### config.mk
export PLATFORM = sky130hd
export DESIGN_NAME = pipeline_hazard_ctrl
export DESIGN_NICKNAME = d
export VERILOG_FILES = /design/src/rtl/pipeline_hazard_ctrl_pkg.sv /design/src/rtl/pipeline_hazard_ctrl_scoreboard.sv /design/src/rtl/pipeline_hazard_ctrl.sv
export SDC_FILE = /design/constraint.sdc
export NUM_CORES = 1
export LEC_CHECK = 0
export CAP_MARGIN = 20
export CORE_MARGIN = 1.5
export CORE_UTILIZATION = 42
export DETAILED_ROUTE_END_ITERATION = 10
export PLACE_DENSITY = 0.62
export SLEW_MARGIN = 20
export SYNTH_ARGS = -nofsm -noshare
export SYNTH_HDL_FRONTEND = slang
export SYNTH_SLANG_ARGS = --single-unit
### constraint.sdc
create_clock -name clk -period 4.1 [get_ports clk]
set_input_delay 0.82 -clock clk [delete_from_list [all_inputs] [get_ports clk]]
set_output_delay 0.82 -clock clk [all_outputs]
set_load 0.01 [all_outputs]
### src/rtl/pipeline_hazard_ctrl_pkg.sv
// Shared types for the decode-stage hazard controller: FSM encoding,
// forwarding-select encoding and the per-stage shadow record.
package pipeline_hazard_ctrl_pkg;

  typedef enum logic [1:0] {
    ST_RUN      = 2'd0,
    ST_MEM_WAIT = 2'd1,
    ST_REDIRECT = 2'd2
  } state_t;

  localparam logic [1:0] FWD_RF  = 2'b00;
  localparam logic [1:0] FWD_MEM = 2'b01;
  localparam logic [1:0] FWD_WB  = 2'b10;

  // What the controller remembers about the instruction sitting in a stage.
  typedef struct packed {
    logic       valid;
    logic [4:0] rd;
    logic       rf_wb;
    logic       load;
    logic [4:0] rs1;
    logic [4:0] rs2;
  } shadow_rec_t;

  localparam shadow_rec_t REC_NONE = '0;

  // True when the record is a live instruction whose non-x0 destination is rs.
  function automatic logic rd_hit(input shadow_rec_t rec, input logic [4:0] rs);
    return rec.valid && (rec.rd != 5'd0) && (rec.rd == rs);
  endfunction

endpackage

### src/rtl/pipeline_hazard_ctrl_scoreboard.sv
// Three-deep shadow of the EX/MEM/WB stages. Advances with the real
// pipeline, holds while memory stalls, and injects an empty record into EX
// when the instruction leaving ID is bubbled or flushed. Produces the
// load-use / WB-read hazards for ID and the EX operand forwarding selects.
module pipeline_hazard_ctrl_scoreboard
  import pipeline_hazard_ctrl_pkg::*;
#(
  parameter int RF_BYPASS = 1
) (
  input  logic        clk,
  input  logic        rst,
  input  logic        advance,
  input  logic        kill,
  input  shadow_rec_t id_rec,
  input  logic        id_use_rs1,
  input  logic        id_use_rs2,
  output logic        lu_hz,
  output logic        wb_hz,
  output logic [1:0]  fwd_a,
  output logic [1:0]  fwd_b
);

  shadow_rec_t ex_q, mem_q, wb_q;
  logic        wb_cmp;
  logic        unused_wb;

  // Shadow record pipe: cleared by reset, frozen unless advancing.
  always_ff @(posedge clk or negedge rst) begin
    if (!rst) begin
      ex_q  <= REC_NONE;
      mem_q <= REC_NONE;
      wb_q  <= REC_NONE;
    end else if (advance) begin
      wb_q  <= mem_q;
      mem_q <= ex_q;
      ex_q  <= kill ? REC_NONE : id_rec;
    end
  end

  // ID-side hazards; x0 is excluded inside rd_hit.
  always_comb begin
    lu_hz  = id_rec.valid && ex_q.load &&
             ((id_use_rs1 && rd_hit(ex_q, id_rec.rs1)) ||
              (id_use_rs2 && rd_hit(ex_q, id_rec.rs2)));
    wb_cmp = id_rec.valid && wb_q.rf_wb &&
             ((id_use_rs1 && rd_hit(wb_q, id_rec.rs1)) ||
              (id_use_rs2 && rd_hit(wb_q, id_rec.rs2)));
    wb_hz  = (RF_BYPASS == 0) && wb_cmp;
  end

  // EX operand selects; the younger MEM result wins over WB.
  always_comb begin
    fwd_a = FWD_RF;
    fwd_b = FWD_RF;
    if (mem_q.rf_wb && rd_hit(mem_q, ex_q.rs1))      fwd_a = FWD_MEM;
    else if (wb_q.rf_wb && rd_hit(wb_q, ex_q.rs1))   fwd_a = FWD_WB;
    if (mem_q.rf_wb && rd_hit(mem_q, ex_q.rs2))      fwd_b = FWD_MEM;
    else if (wb_q.rf_wb && rd_hit(wb_q, ex_q.rs2))   fwd_b = FWD_WB;
  end

  // WB operand fields and load flag are carried for symmetry only.
  assign unused_wb = ^{wb_q.load, wb_q.rs1, wb_q.rs2};

endmodule

### src/rtl/pipeline_hazard_ctrl.sv
// Decode-stage hazard controller for the 5-stage RV32I pipeline.
//
//  state       | meaning
//  ------------+--------------------------------------------------------
//  RUN         | normal issue; load-use stalls handled in place
//  MEM_WAIT    | data memory busy; whole front end and EX/MEM frozen
//  REDIRECT    | one quiet cycle while the branch target is fetched
module pipeline_hazard_ctrl
  import pipeline_hazard_ctrl_pkg::*;
#(
  parameter int MEM_TIMEOUT = 64,
  parameter int RF_BYPASS   = 1
) (
  input  logic       clk,
  input  logic       rst,
  input  logic       id_valid,
  input  logic [4:0] id_rs1,
  input  logic [4:0] id_rs2,
  input  logic       id_use_rs1,
  input  logic       id_use_rs2,
  input  logic [4:0] id_rd,
  input  logic       id_rf_wb,
  input  logic       id_load,
  input  logic       ex_redirect,
  input  logic       mem_req,
  input  logic       mem_ready,
  output logic       stall_if,
  output logic       stall_id,
  output logic       stall_ex,
  output logic       bubble_ex,
  output logic       bubble_wb,
  output logic       flush_id,
  output logic [1:0] fwd_a,
  output logic [1:0] fwd_b,
  output logic       mem_err,
  output logic [1:0] state
);

  localparam int CNT_W = (MEM_TIMEOUT > 1) ? $clog2(MEM_TIMEOUT) : 1;

  state_t      state_q, state_d;
  logic [CNT_W-1:0] cnt_q, cnt_d;
  logic        err_q, err_set;
  logic        timeout_hit;
  logic        mem_busy;
  logic        freeze, kill;
  logic        lu_hz, wb_hz;
  logic [1:0]  sb_fwd_a, sb_fwd_b;
  shadow_rec_t id_rec;

  assign id_rec = '{valid: id_valid, rd: id_rd, rf_wb: id_rf_wb, load: id_load,
                    rs1: id_rs1, rs2: id_rs2};

  assign mem_busy    = mem_req && !mem_ready;
  assign timeout_hit = (MEM_TIMEOUT != 0) && (cnt_q == CNT_W'(MEM_TIMEOUT - 1));

  // Shadow records hold whenever EX/MEM is held; a not-issued ID slot enters EX empty.
  assign freeze = (state_q == ST_MEM_WAIT) || ((state_q == ST_RUN) && mem_busy);
  assign kill   = bubble_ex || flush_id || !id_valid;

  pipeline_hazard_ctrl_scoreboard #(
    .RF_BYPASS (RF_BYPASS)
  ) u_scoreboard (
    .clk        (clk),
    .rst        (rst),
    .advance    (!freeze),
    .kill       (kill),
    .id_rec     (id_rec),
    .id_use_rs1 (id_use_rs1),
    .id_use_rs2 (id_use_rs2),
    .lu_hz      (lu_hz),
    .wb_hz      (wb_hz),
    .fwd_a      (sb_fwd_a),
    .fwd_b      (sb_fwd_b)
  );

  // State register, memory-wait timer and sticky timeout flag.
  always_ff @(posedge clk or negedge rst) begin
    if (!rst) begin
      state_q <= ST_RUN;
      cnt_q   <= '0;
      err_q   <= 1'b0;
    end else begin
      state_q <= state_d;
      cnt_q   <= cnt_d;
      err_q   <= err_q | err_set;
    end
  end

  // Next state; memory completion takes precedence over a same-cycle timeout.
  always_comb begin
    state_d = state_q;
    cnt_d   = cnt_q;
    err_set = 1'b0;
    case (state_q)
      ST_RUN: begin
        cnt_d = '0;
        if (mem_busy)         state_d = ST_MEM_WAIT;
        else if (ex_redirect) state_d = ST_REDIRECT;
      end
      ST_MEM_WAIT: begin
        cnt_d = cnt_q + CNT_W'(1);
        if (mem_ready) begin
          state_d = ST_RUN;
          cnt_d   = '0;
        end else if (timeout_hit) begin
          state_d = ST_RUN;
          cnt_d   = '0;
          err_set = 1'b1;
        end
      end
      ST_REDIRECT: state_d = ST_RUN;
      default:     state_d = ST_RUN;
    endcase
  end

  // Pipeline control decode; everything is forced low while reset is asserted.
  always_comb begin
    stall_if  = 1'b0;
    stall_id  = 1'b0;
    stall_ex  = 1'b0;
    bubble_ex = 1'b0;
    bubble_wb = 1'b0;
    flush_id  = 1'b0;
    fwd_a     = FWD_RF;
    fwd_b     = FWD_RF;
    if (rst) begin
      fwd_a = sb_fwd_a;
      fwd_b = sb_fwd_b;
      case (state_q)
        ST_RUN: begin
          if (mem_busy) begin
            stall_if  = 1'b1;
            stall_id  = 1'b1;
            stall_ex  = 1'b1;
            bubble_wb = 1'b1;
          end else if (ex_redirect) begin
            flush_id  = 1'b1;
            bubble_ex = 1'b1;
          end else if (lu_hz || wb_hz) begin
            stall_if  = 1'b1;
            stall_id  = 1'b1;
            bubble_ex = 1'b1;
          end
        end
        ST_MEM_WAIT: begin
          stall_if  = 1'b1;
          stall_id  = 1'b1;
          stall_ex  = 1'b1;
          bubble_wb = 1'b1;
        end
        default: ;
      endcase
    end
  end

  assign mem_err = err_q;
  assign state   = state_q;

endmodule
* After elaboration in Yosys (flattened, before gate mapping)
Cells that the tools add are included. Widths: inputs -> output; s select.
Word-level totals: memory bits (writable) 0, bits of input ports 25, logic and storage cells 92, output and inout bits 13, memories 0, memory bits (read-only) 0, latch bits 0, register bits 41
Operators by class: equal/unequal tests 10, multiplexer cells 34, div/mod/pow operators 0, $lt $le $gt $ge 0, add/sub/neg operators 1, $mul 0, shifts and indexed selects 0, reduce and logical (&&, ||, !) cells 31, bitwise gates (word level) 1
Operators with widths (count):
- $eq 5x5->1 | 6
- $mux 2 | 10
- $logic_and 1x1->1 | 19
- $mux 18 | 1
- $mux 1 | 17
- $reduce_bool 5->1 | 3
- $mux 6 | 2
- $pmux 6 s2 | 1
- $add 6x1->6 const B | 1
- $eq 6x6->1 const B | 1
- $ne 3x3->1 const B | 2
- $logic_or 1x1->1 | 4
- $pmux 1 s2 | 2
- $pmux 2 s2 | 1
- $eq 2x1->1 const B | 1
- $logic_not 1->1 | 2
- $logic_not 2->1 | 1
- $reduce_and 2->1 | 1
- $reduce_bool 2->1 | 1
- $or 1x1->1 | 1

* Depth between registers and ports, before layout
Gate-level depths: netlist of run 1.
depth in word-level cells 14, mapped depth 7, depth with buffers taken out 6

* By module
From an unflattened synthesis of run 1, not the netlist that was laid out.
Unflattened totals: cell total of the unflattened synthesis 220, area total of the unflattened synthesis 2249.7 um2
By module, submodules not included:
- pipeline_hazard_ctrl_scoreboard | instances 1, seq. area each 800.8 um2, area each 1687.9 um2, cells each 157
- pipeline_hazard_ctrl | instances 1, seq. area each 225.2 um2, area each 561.8 um2, cells each 63

* Worst setup path after synthesis of run 1
Ideal clock, no wire load.
path kind input to output, start point input id_rs1[3], end point output stall_if, cell stages on the path 6, data arrival time 2.094 ns, buffers on the path 1, required time 3.280 ns, setup slack 1.186 ns, cell sequence xnor2_1 -> nand4_1 -> o22ai_1 -> nand3_1 -> o31ai_1 -> buf_4
On the way: longest elaborated chain between the ends 10
Ends and longest elaborated chain:
- start: declaration | line pipeline_hazard_ctrl.sv:17 | input logic [4:0] id_rs1,
- $eq 5x5->1 | line pipeline_hazard_ctrl_pkg.sv:29 | return rec.valid && (rec.rd != 5'd0) && (rec.rd == rs);
- $logic_and 1x1->1 | line pipeline_hazard_ctrl_pkg.sv:29
- $logic_and 1x1->1 | line pipeline_hazard_ctrl_scoreboard.sv:43 | ((id_use_rs1 && rd_hit(ex_q, id_rec.rs1)) ||
- $logic_or 1x1->1 | line pipeline_hazard_ctrl_scoreboard.sv:43
- $logic_and 1x1->1 | line pipeline_hazard_ctrl_scoreboard.sv:42 | lu_hz = id_rec.valid && ex_q.load &&
- $mux 1 (3 in a row)
- $pmux 1 s2
- $mux 1
- end: declaration | line pipeline_hazard_ctrl.sv:27 | output logic stall_if,
No other way between the ends.

* Worst setup path after layout of run 1
start point input id_rs1[2], end point output stall_id
On the way: longest elaborated chain between the ends 10
Ends and longest elaborated chain:
- $eq 5x5->1 | line pipeline_hazard_ctrl_pkg.sv:29
- $logic_and 1x1->1 | line pipeline_hazard_ctrl_pkg.sv:29
- $logic_and 1x1->1 | line pipeline_hazard_ctrl_scoreboard.sv:43
- $logic_or 1x1->1 | line pipeline_hazard_ctrl_scoreboard.sv:43
- $logic_and 1x1->1 | line pipeline_hazard_ctrl_scoreboard.sv:42
- $mux 1 | line pipeline_hazard_ctrl.sv:140 | end else if (lu_hz || wb_hz) begin
- $mux 1 | line pipeline_hazard_ctrl.sv:137 | end else if (ex_redirect) begin
- $mux 1 | line pipeline_hazard_ctrl.sv:132 | if (mem_busy) begin
- $pmux 1 s2 | line pipeline_hazard_ctrl.sv:130 | case (state_q)
- $mux 1 | line pipeline_hazard_ctrl.sv:127 | if (rst) begin
- end: declaration | line pipeline_hazard_ctrl.sv:28 | output logic stall_id,
No other way between the ends.

==> metrics.csv, run 1 <==
stage,metric,value,unit
synth,most instantiated library cell after synthesis,sky130_fd_sc_hd__dfrtp_1,
synth,Synth top area share,48.6,%
global_routing,maximum number of pins on one net before global-route repair,43,
drt,wire length reported by the detailed router,4620,µm
cells_and_area,post-route cell area,0.00259,mm²
sta,final setup violation count,0,
clocking,clock sink count,41,
run_status,status,"finished, final reports clean",
sta,Layout Skew,0.00729,ns
sta,Final period util,94.6,%
drt,count of nets left with antenna violations after detail routing,0,
clocking,post-cts hold buffer count,0,
sta,final count of pins violating max slew,0,
die,effective utilization at floorplan,44.1,%
synth,adder-cell share of the synthesized area,0.592,%
sta,count of endpoints failing hold in the final timing report,0,
die,total number of placement rows,25,
synth,"Primary FF master, synth",sky130_fd_sc_hd__dfrtp_1,
synth,Synth warnings,0,
synth,largest family of logic cells by synthesized area,compound AO/OA/AOI/OAI gates,
clocking,clock latency on the worst-skew pair,0.29,ns
synth,total standard cell area after synthesis,0.00211,mm²
drt,via density per instance,5.43,
global_routing,overall global routing resource usage,18.8,%
synth,Post-Syn Area per Cell,11.4,µm²
worst_setup_path,arrival time at the worst endpoint,3.06,ns
die,Floorplan Core Area,0.00479,mm²
clocking,Clock Path Buffers,2,
synth,"EDFF count, synth",0,
global_routing,number of global-route vias before repair,1626,
clocking,number of buffers added by the clock tree synthesis step,5,
sta,Setup Total Neg Slack,0,ns
drt,DR DRC count,0,
synth,number of unique standard cell types used by synthesis,37,
drt,number of violations reported at the end of detailed-routing iteration 0,114,
place,DP HPWL,3430,µm
clocking,H-tree depth,2,
clocking,clock slew at reported path FFs,0.07,ns
worst_setup_path,peak fanout along the critical path,3,
sta,post-route minimum period,3.88,ns
worst_setup_path,startpoint type of the worst setup path,input port,
synth,post-synthesis sequential element count,41,
sta,unrepaired setup endpoints after global routing,no,
synth,"area leader, netlist",sky130_fd_sc_hd__dfrtp_1,
synth,sequential area share after synthesis,48.6,%
die,die boundary height,73.9,µm
synth,synthesized instance count,185,
drt,DR vias,1574,
clocking,setup repair bufs after CTS,0,
synth,multiplexer fraction of the synthesized cell area,7.46,%
cells_and_area,layout cells sized above 1,13.0,%
drt,first-pass detailed-route iteration total,4,
pwr,Leakage,1.16,nW
synth,Async SR Flop Fraction,100,%
drt,Avg WL per Cell,15.9,µm
cells_and_area,layout overhead on the synthesized area,22.5,%
cells_and_area,ANT cells,0,
worst_setup_path,endpoint class of the critical path,output pin,
clocking,post-cts gate resize count,0,
worst_setup_path,WS Path Type,in2out,
sta,Slew @ Worst Pin,0.582,ns
sta,slew margin rel.,60.9,%
place,Port-buffer cells,37,
synth,synth cell count leaders,"sky130_fd_sc_hd__dfrtp_1, sky130_fd_sc_hd__xnor2_1, sky130_fd_sc_hd__xor2_1",
cells_and_area,Final nets,248,
synth,post-synthesis share of cell area spent on xor and xnor gates,12.9,%
sta,Highest Clock Rate,258,MHz
die,width of the chip,73.9,µm
synth,top area cells in the synthesized netlist,"sky130_fd_sc_hd__dfrtp_1, sky130_fd_sc_hd__mux2_2, sky130_fd_sc_hd__xnor2_1",
pwr,Max VDD drop,0.000188,V
job,number of max-cap violations,0,
synth,synthesized-area fraction occupied by and/or/nand/nor cells,11.3,%
pwr,areal power density over the cells,397,mW/mm²
clocking,clock tree from TritonCTS,done,
place,Worst Setup Slack post-DPL,0.224,ns
place,placer congestion estimate,0.789,
synth,fraction of the mapped netlist area in compound gates,15.1,%
worst_setup_path,required time of the worst setup path,3.28,ns
die,number of primary I/O pins,38,
global_routing,wire length of the first global-routing pass,7750,µm
synth,Syn Nets,211,
place,placed instance area,0.00250,mm²
global_routing,initial antenna violation count,0,
sta,Min Hold Slack,0.342,ns
worst_hold_path,classification of the worst-slack hold path,in2async,
sta,least setup slack across all paths after layout,0.222,ns
die,Die Area,0.00546,mm²
clocking,Clock Tree Root,sky130_fd_sc_hd__clkbuf_8,
global_routing,Overflow after GRT,0,
## sequential cells by signal, indices dropped and copies added (netlist names)
name / flops
mem_err: 1
state: 2
u_scoreboard.wb_q: 7
u_scoreboard.mem_q: 7
cnt_q: 6
u_scoreboard.ex_q: 18
## kinds of logic after synthesis
family / count (synthesis)
DFF: 41
and+or+nand+nor: 46
buffers and inverters: 13
adders and majority gates: 1
AOI/OAI and AO/OA: 39
muxes: 14
xor gates and xnor gates: 31
## worst paths after layout
kind	depth (start not counted)	to	from	slack (ns)
max in group asynchronous	2	u_scoreboard.ex_q[14]	rst	3.03
worst min register to register	1	mem_err	mem_err	0.49
worst max-delay path	7	stall_id	id_rs1[2]	0.22
worst min-delay path	1	state[1]	rst	0.34
min in group clk	1	mem_err	mem_err	0.49
worst max register to register	4	u_scoreboard.ex_q[2]	u_scoreboard.ex_q[12]	2.17
## area by class of cell
cell class	instances	area [µm²]
sequential	41	1030
multi-input combinational	131	1000
timing repair buffer	39	380
inverter	4	15.0
clock buffer	6	72.6
clock inverter	2	10.0
tap	67	83.8
fill	417	2200
## cell usage in the layout (no fill, tap or decap), types with 3 or more instances in the layout
cell / netlist / final
sky130_fd_sc_hd__dfrtp_1: 41 / 41
sky130_fd_sc_hd__clkdlybuf4s50_1: 0 / 36
sky130_fd_sc_hd__xnor2_1: 16 / 16
sky130_fd_sc_hd__xor2_1: 15 / 15
sky130_fd_sc_hd__mux2_2: 14 / 14
sky130_fd_sc_hd__a22o_1: 14 / 14
sky130_fd_sc_hd__nand2_1: 13 / 13
sky130_fd_sc_hd__o21ai_0: 7 / 7
sky130_fd_sc_hd__nor2_1: 6 / 6
sky130_fd_sc_hd__nor4_1: 5 / 5
sky130_fd_sc_hd__clkbuf_8: 2 / 5
sky130_fd_sc_hd__inv_1: 4 / 4
sky130_fd_sc_hd__nand3_1: 4 / 4
sky130_fd_sc_hd__or4_1: 4 / 4
sky130_fd_sc_hd__a22o_2: 4 / 4
sky130_fd_sc_hd__and3_1: 3 / 3
sky130_fd_sc_hd__o31ai_1: 3 / 3
## metal layers
| metal | up-vias | share of wire [%] | GRT usage (%) |
|---|---|---|---|
| met4 | 0 | 1.7 | 8.02 |
| met5 | - | 0 | 0 |
| met1 | 783 | 49 | 26.1 |
| li1 | 748 | - | - |
| met2 | 36 | 45 | 28.3 |
| met3 | 7 | 3.5 | 4.39 |
## stage by stage
step | cells | util, % | total power [mW]
3_5_place_dp | 282 | 52.3 | 0.786
5_1_grt | 290 | 54.1 | 1.09
6_report | 290 | 54.1 | 1.03
3_3_place_gp | 282 | 52.3 | 0.776
4_1_cts | 290 | 54.1 | 1.04
2_1_floorplan | 185 | - | 0.699
## power breakdown
group,switching (mW),total (mW),internal [mW]
combinational,0.0959,0.235,0.139
clock,0.132,0.250,0.118
sequential,0.0793,0.541,0.462
total,0.307,1.03,0.719
## worst max-delay path, cell delays in order
cell                              delay [ns]
sky130_fd_sc_hd__clkdlybuf4s50_1        0.45
sky130_fd_sc_hd__xnor2_1                0.21
sky130_fd_sc_hd__nand4_1                0.14
sky130_fd_sc_hd__o22ai_1                0.32
sky130_fd_sc_hd__nand3_1                0.19
sky130_fd_sc_hd__o31ai_1                0.32
sky130_fd_sc_hd__clkdlybuf4s50_1        0.61
Note: power is estimated with default switching activity, not from simulation.
==> inputs of run 2 (changes only) <==
- PLACE_DENSITY: 0.62 -> 0.65
==> run 2 against run 1 <==
Non-clock buffer count is the same. Sequential power about the same. Wire length is 1.3% lower. Sequential cell count unchanged. Clock skew decreased by 0.0026 ns. Global-route usage fell by 0.074 points. Clock-buffer cell count is 1 higher. Core utilization grew 0.39 points. Maximum frequency increased by 1.3%. Setup slack improved by 0.051 ns. Clock power is 15% higher. Critical endpoint is now stall_if. Largest power group unchanged. Highest routed layer unchanged.
==> metrics.csv, run 2 (synthesis results as in run 1) <==
stage,metric,value,unit,change
run_status,status,"finished, final reports clean",,
drt,count of nets left with antenna violations after detail routing,0,,unchanged
pwr,switching share of power,29.6,%,-0.40 points
pwr,internal power contribution,0.753,mW,+4.7%
cells_and_area,largest registers,"u_scoreboard.ex_q x18, u_scoreboard.mem_q x7, u_scoreboard.wb_q x7",,
cells_and_area,"Most flops, register",u_scoreboard.ex_q,,
clocking,Clock Tree Root,sky130_fd_sc_hd__clkbuf_8,,
sta,final setup violation count,0,,unchanged
worst_setup_path,Worst setup endpoint,stall_if,,
drt,DR vias,1581,,+0.44%
die,Floorplan Core Area,0.00479,mm²,unchanged
sta,Layout Skew,0.00466,ns,-0.00263 ns
sta,Setup Total Neg Slack,0,ns,unchanged
die,die boundary height,73.9,µm,unchanged
cells_and_area,post-route cell area,0.00261,mm²,+0.73%
sta,count of endpoints failing hold in the final timing report,0,,unchanged
sta,post-route minimum period,3.83,ns,-0.0511 ns
sta,unrepaired setup endpoints after global routing,no,,
worst_setup_path,required time of the worst setup path,3.28,ns,about the same
clocking,number of buffers added by the clock tree synthesis step,5,,unchanged
pwr,part of the power in registers,50.9,%,-1.8 points
drt,number of violations reported at the end of detailed-routing iteration 0,98,,-14%
clocking,clock slew at reported path FFs,0.07,ns,about the same
clocking,clock tree from TritonCTS,done,,
sta,Slew @ Worst Pin,0.550,ns,-0.0320 ns
global_routing,number of global-route vias before repair,1579,,-2.9%
cells_and_area,number of flip-flops in the largest register,18,,unchanged
pwr,Final Total Pwr,1.07,mW,+4.2%
worst_setup_path,worst setup slack for register-to-register paths,2.11,ns,-0.06 ns
pwr,share of power burned in the clock network,26.9,%,+2.5 points
cells_and_area,layout overhead on the synthesized area,23.4,%,
place,placer congestion estimate,0.882,,+12%
die,effective utilization at floorplan,44.1,%,unchanged
die,total number of placement rows,25,,unchanged
cells_and_area,most frequent standard cell in the layout excluding fill and tap cells,sky130_fd_sc_hd__dfrtp_1,,
global_routing,wire length of the first global-routing pass,7720,µm,-0.35%
drt,first-pass detailed-route iteration total,4,,unchanged
die,number of primary I/O pins,38,,unchanged
worst_setup_path,worst reg2reg path endpoint,u_scoreboard.ex_q[8],,
clocking,setup repair bufs after CTS,0,,unchanged
sta,slew margin rel.,63.1,%,+2.2 points
cells_and_area,ANT cells,0,,unchanged
place,DP HPWL,3410,µm,-0.51%
pwr,Leakage,1.17,nW,+0.80%
cells_and_area,layout cells sized above 1,13.5,%,+0.45 points
clocking,H-tree depth,2,,unchanged
clocking,post-cts hold buffer count,0,,unchanged
global_routing,initial antenna violation count,0,,unchanged
clocking,post-cts gate resize count,0,,unchanged
cells_and_area,end-of-flow core utilization,54.5,%,+0.39 points
cells_and_area,most frequent cells in the layout,"sky130_fd_sc_hd__dfrtp_1, sky130_fd_sc_hd__clkdlybuf4s50_1, sky130_fd_sc_hd__xnor2_1, sky130_fd_sc_hd__xor2_1",,
clocking,Clock Path Buffers,2,,unchanged
worst_hold_path,classification of the worst-slack hold path,in2async,,
worst_setup_path,length in cells of the worst reg-to-reg path,4,,unchanged
sta,Final period util,93.3,%,-1.2 points
worst_setup_path,WS Path Type,in2out,,
worst_setup_path,Critical R2R Launch,u_scoreboard.ex_q[12],,
worst_setup_path,arrival time at the worst endpoint,3.01,ns,-0.05 ns
pwr,areal power density over the cells,410,mW/mm²,+3.4%
global_routing,Overflow after GRT,0,,unchanged
worst_setup_path,peak fanout along the critical path,3,,unchanged
sta,Min Hold Slack,0.390,ns,+0.0483 ns
global_routing,overall global routing resource usage,18.8,%,-0.074 points
drt,Avg WL per Cell,15.7,µm,-1.3%
pwr,Max VDD drop,0.000235,V,+25%
pwr,Gate power share,22.3,%,-0.6 points
die,width of the chip,73.9,µm,unchanged
worst_setup_path,timing startpoint of the critical path,id_rs1[0],,
global_routing,maximum number of pins on one net before global-route repair,37,,-14%
die,Die Area,0.00546,mm²,unchanged
place,placed instance area,0.00250,mm²,unchanged
pwr,switching component of the power,0.316,mW,+2.8%
job,number of max-cap violations,0,,unchanged
worst_setup_path,startpoint type of the worst setup path,input port,,
cells_and_area,Final nets,248,,unchanged
sta,final count of pins violating max slew,0,,unchanged
clocking,clock sink count,41,,unchanged
place,Port-buffer cells,37,,unchanged
clocking,clock latency on the worst-skew pair,0.29,ns,about the same
worst_setup_path,endpoint class of the critical path,output pin,,
sta,Highest Clock Rate,261,MHz,+1.3%
drt,via density per instance,5.45,,+0.44%
drt,DR DRC count,0,,unchanged
drt,wire length reported by the detailed router,4560,µm,-1.3%
run 2: power by group through the flow:
stage / Combinational [mW] / Clock (mW) / Sequential [mW]
2_1_floorplan: 0.177 / 0 / 0.521
3_3_place_gp: 0.229 / 0 / 0.548
3_5_place_dp: 0.239 / 0 / 0.551
4_1_cts: 0.241 / 0.291 / 0.543
5_1_grt: 0.262 / 0.315 / 0.553
6_report: 0.238 / 0.287 / 0.544
run 2: layout make-up:
| class | count | area [µm²] |
|---|---|---|
| timing repair buffer | 39 | 380 |
| inverter | 4 | 15.0 |
| clock buffer | 7 | 96.3 |
| multi-input combinational | 131 | 1000 |
| tap | 67 | 83.8 |
| clock inverter | 1 | 5.00 |
| sequential | 41 | 1030 |
| fill | 409 | 2180 |
run 2: how the worst min path moves through the flow:
stage	from	endpoint	slack, ns	cells past startpoint
after detailed placement	mem_err	mem_err	0.45	1
after global routing	rst	state[0]	0.39	1
after global placement	mem_err	mem_err	0.44	1
after CTS	rst	state[0]	0.39	1
final	rst	cnt_q[5]	0.39	1
after floorplan	cnt_q[2]	cnt_q[2]	0.46	1
run 2: stage by stage:
| step | instances | setup WS, ns |
|---|---|---|
| after floorplan | 185 | 1.19 |
| after global placement | 282 | 0.267 |
| after detailed placement | 282 | 0.251 |
| after CTS | 290 | 0.240 |
| after global routing | 290 | 0.160 |
| final | 290 | 0.273 |
run 2: critical path: stages:
cell and delay, ns:
sky130_fd_sc_hd__clkdlybuf4s50_1 0.50, sky130_fd_sc_hd__xnor2_1 0.14, sky130_fd_sc_hd__nand4_1 0.11, sky130_fd_sc_hd__o22ai_1 0.33
sky130_fd_sc_hd__nand3_1 0.20, sky130_fd_sc_hd__o31ai_1 0.30, sky130_fd_sc_hd__clkdlybuf4s50_1 0.60
run 2: routing by layer:
layer	up-vias	share of wire, %	GRT usage, %
met5	-	0	0
met4	0	0.92	5.14
met3	6	3.7	5.76
met2	29	50	30.4
met1	801	46	24.4
li1	745	-	-
